[src/rtl/fir_pkg.sv]
// fir_pkg: types shared across the FIR accelerator stages
package fir_pkg;
  localparam int FIR_DATA_W = 16;
  localparam int FIR_RATE_W = 8;
  typedef logic [FIR_RATE_W-1:0] FIR_RATE;
  typedef struct packed {
    logic                  valid;
    logic [FIR_DATA_W-1:0] data;
  } FIR_DATA_BUS;
  typedef struct packed {
    FIR_RATE rate;
    logic    flush;
  } FIR_CONT_TO_IN_RATE;
  typedef enum logic {SAMPLE, ZERO} IN_RATE_STATE;
endpackage

[src/rtl/in_rate_if.sv]
// in_rate_if: controller, DMA and compute-side signals of the input rate stage
interface in_rate_if;
  import fir_pkg::*;
  FIR_CONT_TO_IN_RATE from_cont;
  FIR_DATA_BUS        from_dma;
  logic               in_rate_ready;
  FIR_DATA_BUS        to_compute;
  logic               compute_ready;
  modport master (output from_cont, from_dma, compute_ready, input in_rate_ready, to_compute);
  modport slave (input from_cont, from_dma, compute_ready, output in_rate_ready, to_compute);
endinterface

[src/rtl/d0fifo_wrap.sv]
// d0fifo_wrap: show-ahead FIFO; the head entry is on rdata with no read latency
module d0fifo_wrap #(
  parameter int SIZE  = 4,
  parameter int WIDTH = 8
) (
  input  logic             clk,
  input  logic             rst_n,
  input  logic             flush,
  input  logic             push,
  input  logic [WIDTH-1:0] wdata,
  input  logic             pop,
  output logic [WIDTH-1:0] rdata,
  output logic             empty,
  output logic             full
);
  localparam int AW = $clog2(SIZE);
  logic [WIDTH-1:0] mem_q [SIZE];
  logic [AW-1:0]    wp_q, rp_q;
  logic [AW:0]      cnt_q;
  assign rdata = mem_q[rp_q];
  assign empty = cnt_q == '0;
  assign full  = cnt_q == (AW+1)'(SIZE);
  // callers never push when full nor pop when empty
  always_ff @(posedge clk or negedge rst_n) begin
    if (!rst_n) begin
      wp_q  <= '0;
      rp_q  <= '0;
      cnt_q <= '0;
    end else if (flush) begin
      wp_q  <= '0;
      rp_q  <= '0;
      cnt_q <= '0;
    end else begin
      if (push) wp_q <= wp_q + 1'b1;
      if (pop) rp_q <= rp_q + 1'b1;
      cnt_q <= cnt_q + (AW+1)'(push) - (AW+1)'(pop);
    end
  end
  always_ff @(posedge clk) begin
    if (push && !flush) mem_q[wp_q] <= wdata;
  end
endmodule

[src/rtl/in_rate.sv]
// in_rate: input FIFO plus zero-insertion upsampler feeding the FIR compute stage
module in_rate
  import fir_pkg::*;
#(
  parameter int DEPTH = 4
) (
  input logic clk,
  input logic rst_n,
  in_rate_if.slave io
);
  IN_RATE_STATE state_q, state_d;
  FIR_RATE      zcnt_q, zcnt_d, rate_q, rate_d;
  FIR_DATA_BUS  out_q, out_d, rdata;
  logic         run_q, empty, full, pop, push, may_load, flush;
  assign flush            = io.from_cont.flush;
  assign io.in_rate_ready = run_q && !full && !flush;
  assign push             = io.from_dma.valid && io.in_rate_ready;
  assign may_load         = !out_q.valid || io.compute_ready;
  assign io.to_compute    = out_q;
  d0fifo_wrap #(.SIZE(DEPTH), .WIDTH($bits(FIR_DATA_BUS))) u_fifo (
    .clk   (clk),
    .rst_n (rst_n),
    .flush (flush),
    .push  (push),
    .wdata (io.from_dma),
    .pop   (pop),
    .rdata (rdata),
    .empty (empty),
    .full  (full)
  );
  // rate is sampled only when a new input sample is taken
  always_comb begin
    state_d = state_q;
    zcnt_d  = zcnt_q;
    rate_d  = rate_q;
    out_d   = out_q;
    pop     = 1'b0;
    if (flush) begin
      state_d = SAMPLE;
      zcnt_d  = '0;
      out_d   = '0;
    end else if (may_load && state_q == ZERO) begin
      out_d   = '{valid: 1'b1, data: '0};
      zcnt_d  = zcnt_q + 1'b1;
      state_d = (zcnt_q == rate_q - 1'b1) ? SAMPLE : ZERO;
    end else if (may_load) begin
      pop     = !empty;
      out_d   = empty ? '0 : '{valid: 1'b1, data: rdata.data};
      rate_d  = empty ? rate_q : io.from_cont.rate;
      zcnt_d  = '0;
      state_d = (!empty && io.from_cont.rate != '0) ? ZERO : SAMPLE;
    end
  end
  always_ff @(posedge clk or negedge rst_n) begin
    if (!rst_n) begin
      state_q <= SAMPLE;
      zcnt_q  <= '0;
      rate_q  <= '0;
      out_q   <= '0;
      run_q   <= 1'b0;
    end else begin
      state_q <= state_d;
      zcnt_q  <= zcnt_d;
      rate_q  <= rate_d;
      out_q   <= out_d;
      run_q   <= 1'b1;
    end
  end
endmodule

[src/flat_wrapper.sv]
// flat-port wrapper written by rule: the top's interface ports become plain ports
module in_rate_flat import fir_pkg::*;
#(
  parameter int DEPTH = 4
)
  (clk, rst_n, io_from_cont, io_from_dma, io_compute_ready, io_in_rate_ready, io_to_compute);
  in_rate_if io_i ();
  input logic clk;
  input logic rst_n;
  input wire logic [$bits(io_i.from_cont)-1:0] io_from_cont;
  input wire logic [$bits(io_i.from_dma)-1:0] io_from_dma;
  input wire logic [$bits(io_i.compute_ready)-1:0] io_compute_ready;
  output wire logic [$bits(io_i.in_rate_ready)-1:0] io_in_rate_ready;
  output wire logic [$bits(io_i.to_compute)-1:0] io_to_compute;
  assign io_i.from_cont = io_from_cont;
  assign io_i.from_dma = io_from_dma;
  assign io_i.compute_ready = io_compute_ready;
  assign io_in_rate_ready = io_i.in_rate_ready;
  assign io_to_compute = io_i.to_compute;
  in_rate #(.DEPTH(DEPTH)) u_core (.clk(clk), .rst_n(rst_n), .io(io_i));
endmodule
[config.mk]
export PLATFORM = sky130hd
export DESIGN_NAME = in_rate_flat
export DESIGN_NICKNAME = d
export VERILOG_FILES = /design/src/rtl/fir_pkg.sv /design/src/rtl/in_rate_if.sv /design/src/rtl/d0fifo_wrap.sv /design/src/rtl/in_rate.sv /design/src/flat_wrapper.sv
export SDC_FILE = /design/constraint.sdc
export NUM_CORES = 1
export LEC_CHECK = 0
export CAP_MARGIN = 20
export CORE_MARGIN = 8
export CORE_UTILIZATION = 40
export CTS_BUF_LIST = sky130_fd_sc_hd__clkbuf_8
export DETAILED_ROUTE_END_ITERATION = 7
export GPL_TIMING_DRIVEN = 0
export SYNTH_ARGS = -nofsm -noshare
export SYNTH_HDL_FRONTEND = slang
export SYNTH_SLANG_ARGS = --single-unit
[constraint.sdc]
create_clock -name clk -period 3.25 [get_ports clk]
set_input_delay 0.4875 -clock clk [delete_from_list [all_inputs] [get_ports clk]]
set_output_delay 0.4875 -clock clk [all_outputs]
set_load 0.01 [all_outputs]
==> results of run 1 <==
-- worst max-delay path: cells and delay by family --
| kind | cells | cell delay, ns |
|---|---|---|
| adders and majority gates | 3 | 0.76 |
| xor gates and xnor gates | 2 | 0.30 |
| and+or+nand+nor | 2 | 0.72 |
| buffers and inverters | 4 | 0.94 |
-- routing by layer --
layer / vias to the layer above / track usage
met2: 40 / 0.213
met1: 1255 / 0.146
met5: - / 0
li1: 1155 / -
met3: 9 / 0.0415
met4: 0 / 0.0445
-- per-stage QoR --
step / area, um2 / power [mW] / instances
final: 5220 / 3.54 / 475
after global routing: 5220 / 3.75 / 475
after CTS: 5220 / 3.60 / 475
after detailed placement: 5010 / 2.73 / 459
after global placement: 4990 / 2.72 / 458
after floorplan: 4360 / 2.39 / 272
-- synth_stat cells, drive strengths merged (5+ instances only) --
cell type	instances
nand2	10
xnor2	10
dfrtp	42
edfxtp	64
o21ai	13
nand3	10
buf	9
ha	8
nor3	5
xor2	6
nor2	12
a22o	16
mux2	6
and3	6
inv	8
mux4	16
-- cell type report --
cell class / instances / area [um2]
inverter: 8 / 30.0
sequential: 106 / 2970
timing repair buffer: 47 / 475
multi-input combinational: 148 / 1300
fill: 979 / 5530
buffer: 10 / 52.6
tap: 140 / 175
clock buffer: 9 / 124
clock inverter: 7 / 85.1
-- worst max-delay path by stage --
| stage | start | endpoint | depth (start not counted) |
|---|---|---|---|
| after CTS | io_from_cont[0] | u_core.u_fifo.cnt_q[2]$_DFF_PN0_ | 11 |
| after detailed placement | io_from_cont[0] | u_core.u_fifo.cnt_q[2]$_DFF_PN0_ | 11 |
| final | io_from_cont[0] | u_core.u_fifo.cnt_q[2]$_DFF_PN0_ | 11 |
| after floorplan | io_from_cont[0] | u_core.u_fifo.cnt_q[2]$_DFF_PN0_ | 12 |
| after global routing | io_from_cont[0] | u_core.u_fifo.cnt_q[2]$_DFF_PN0_ | 11 |
| after global placement | io_from_cont[0] | u_core.u_fifo.cnt_q[2]$_DFF_PN0_ | 11 |
-- logic make-up (layout without fill, tap and decap cells) --
| group | count (synthesis) | in the layout | share of synthesized area |
|---|---|---|---|
| flops | 106 | 106 | 0.682 |
| simple gates | 56 | 56 | 0.0686 |
| compound gates | 44 | 44 | 0.0718 |
| mux | 22 | 22 | 0.0982 |
| buf+inv | 18 | 81 | 0.0189 |
| xor+xnor | 16 | 16 | 0.0321 |
| fa+ha+maj | 9 | 9 | 0.0276 |
| other cells | 1 | 1 | 0.000860 |
-- power by group --
group	internal, mW	switching, mW
Clock	0.372	0.484
Sequential	1.59	0.139
Combinational	0.506	0.456
Total	2.46	1.08
-- registers in the layout (all words and copies together) (netlist names) --
name / cells
u_core.zcnt_q: 8
u_core.u_fifo.rp_q: 2
u_core.u_fifo.wp_q: 2
u_core.run_q: 1
u_core.state_q: 1
u_core.u_fifo.cnt_q: 3
u_core.io.to_compute: 17
u_core.rate_q: 8
u_core.u_fifo.mem_q: 64
==> impl_metrics.py, run 1 <==
metrics = {
    "sta": {
        "finClkSkew_ns": 0.00881,
        "hold_slack_ns": 0.0571,
        "fin_crit_ns": 2.96,
        "hold_viol": 0,
        "rsz0062_at_grt": "false",
        "fin_ws_ns": 0.289,
        "relSlewSlack": 0.403,
        "timing.fmax_mhz": 338,
        "fin_crit_sh": 0.911,
        "slew_viol_final": 0,
        "finalSetupViolCount": 0,
        "setup_tns_ns": 0,
        "tightestPinTransition_ns": 0.896,
    },
    "cells_and_area": {
        "mostFrequentLayoutCell": "edfxtp_1",
        "fin_util": 0.486,
        "drive_gt1_frac": 0.149,
        "final_cell_mix": "edfxtp_1, clkdlybuf4s50_1, dfrtp_1",
        "fin_nets": 368,
        "syn_to_final_growth_pct": 19.7,
        "antenna_cells": 0,
    },
    "drt": {
        "routed_wirelength_um": 8460,
        "routed-wl-met2_um": 4370,
        "vias": 2459,
        "wl_per_cell_um": 17.8,
        "dr.pass1.iters": 4,
        "ant_nets": 0,
        "routed.top_layer": "met4",
        "initialDrtViolationCount": 94,
        "drt-met1-wl_um": 3640,
        "wl_met3_um": 341,
        "route.detailed.drc": 0,
        "drt-vias-per-instance": 5.18,
    },
    "clock_network": {
        "cts.sink_count": 106,
        "cts_max_level": 3,
        "numCtsBuffers": 9,
        "clock_latency_ns": 0.38,
        "cts_hold_buffers": 0,
        "cts_tree": "done",
        "ctsRootBufferMaster": "clkbuf_8",
        "post_cts_resized": 0,
        "postCtsSetupRepairBufs": 0,
        "path_clk_slew_ns": 0.10,
        "clk_path_buf_depth": 2,
    },
    "yosys": {
        "synth_edf_count": 64,
        "syn_area_um2": 4360,
        "synthTopCellsByArea": "edfxtp_1, dfrtp_1, mux4_2",
        "ys_seq_area_frac": 0.682,
        "async_flop_share": 0.396,
        "synth_nets": 310,
        "synth_cells": 272,
        "synth_flop_cell": "edfxtp_1",
        "yosysTopAreaCell": "edfxtp_1",
        "ys_ff_latch": 106,
        "synth_top_area_frac": 0.441,
        "avgSynthCellArea_um2": 16.0,
        "yosys_warnings": 0,
        "synth_cell_types": 39,
    },
    "pwr": {
        "cellLeakagePower_nw": 1.93,
        "irDropWorstVdd_mv": 0.342,
        "cellPowerDensity_nw_per_um2": 679,
    },
    "run": {
        "maxCapViolCount": 0,
    },
    "critical_path": {
        "reg2reg_setup_slack_ns": 0.38,
        "crit_path_cell_trace": "clkdlybuf4s50_1, nor4_4, buf_2, ha_1, inv_1, ha_1, inv_1, fa_1, xor2_1, xnor2_1, nor2_1",
        "cp_data_arrival_time_ns": 3.23,
        "r2r_start": "u_core.u_fifo.cnt_q[1]$_DFF_PN0_",
        "path_class": "input pin to flop",
        "path_max_fanout": 10,
        "crit_path_end_kind": "flop",
        "critPathRequiredTime_ns": 3.52,
        "reg2reg_to": "u_core.u_fifo.cnt_q[2]$_DFF_PN0_",
        "critPathMaxStageDelay_ns": 0.67,
        "worst-r2r-cell-count": 11,
        "slowest_stage": "nor4_4",
        "start_kind": "input pin",
    },
    "placed_design": {
        "dp_slack_ns": -0.151,
        "globalplace.congestion": 0.736,
        "numPortBuffers": 46,
        "dp_hpwl_um": 5660,
    },
    "global_routing": {
        "antenna_found_initial": 0,
        "grt_pass1_wl_um": 14000,
        "grt_pass1_vias": 2665,
        "grt_usage": 0.125,
        "overflow": 0,
        "grt_max_degree": 25,
    },
    "run_status": {
        "status": "finished clean",
    },
    "floorplanning": {
        "die_y_um": 120,
        "die_width_um": 120,
        "initial_core_util": 0.406,
        "dieArea_um2": 14500,
        "core.rowCount": 38,
        "coreArea_um2": 10700,
        "num_io_pins": 47,
    },
    "min_path": {
        "hp-class": "input pin to async pin",
    },
}
No activity file was read; power rests on OpenSTA's default activity.
==> inputs of run 2 (changes only) <==
GPL_ROUTABILITY_DRIVEN = 0   (was unset)
==> results of run 2 <==
Final layout, timing and power as in run 1 (identical DEF).
==> inputs of run 3 (changes only) <==
CAP_MARGIN = unset   (was 20)
==> results of run 3 <==
Final layout, timing and power as in run 1 (identical DEF).
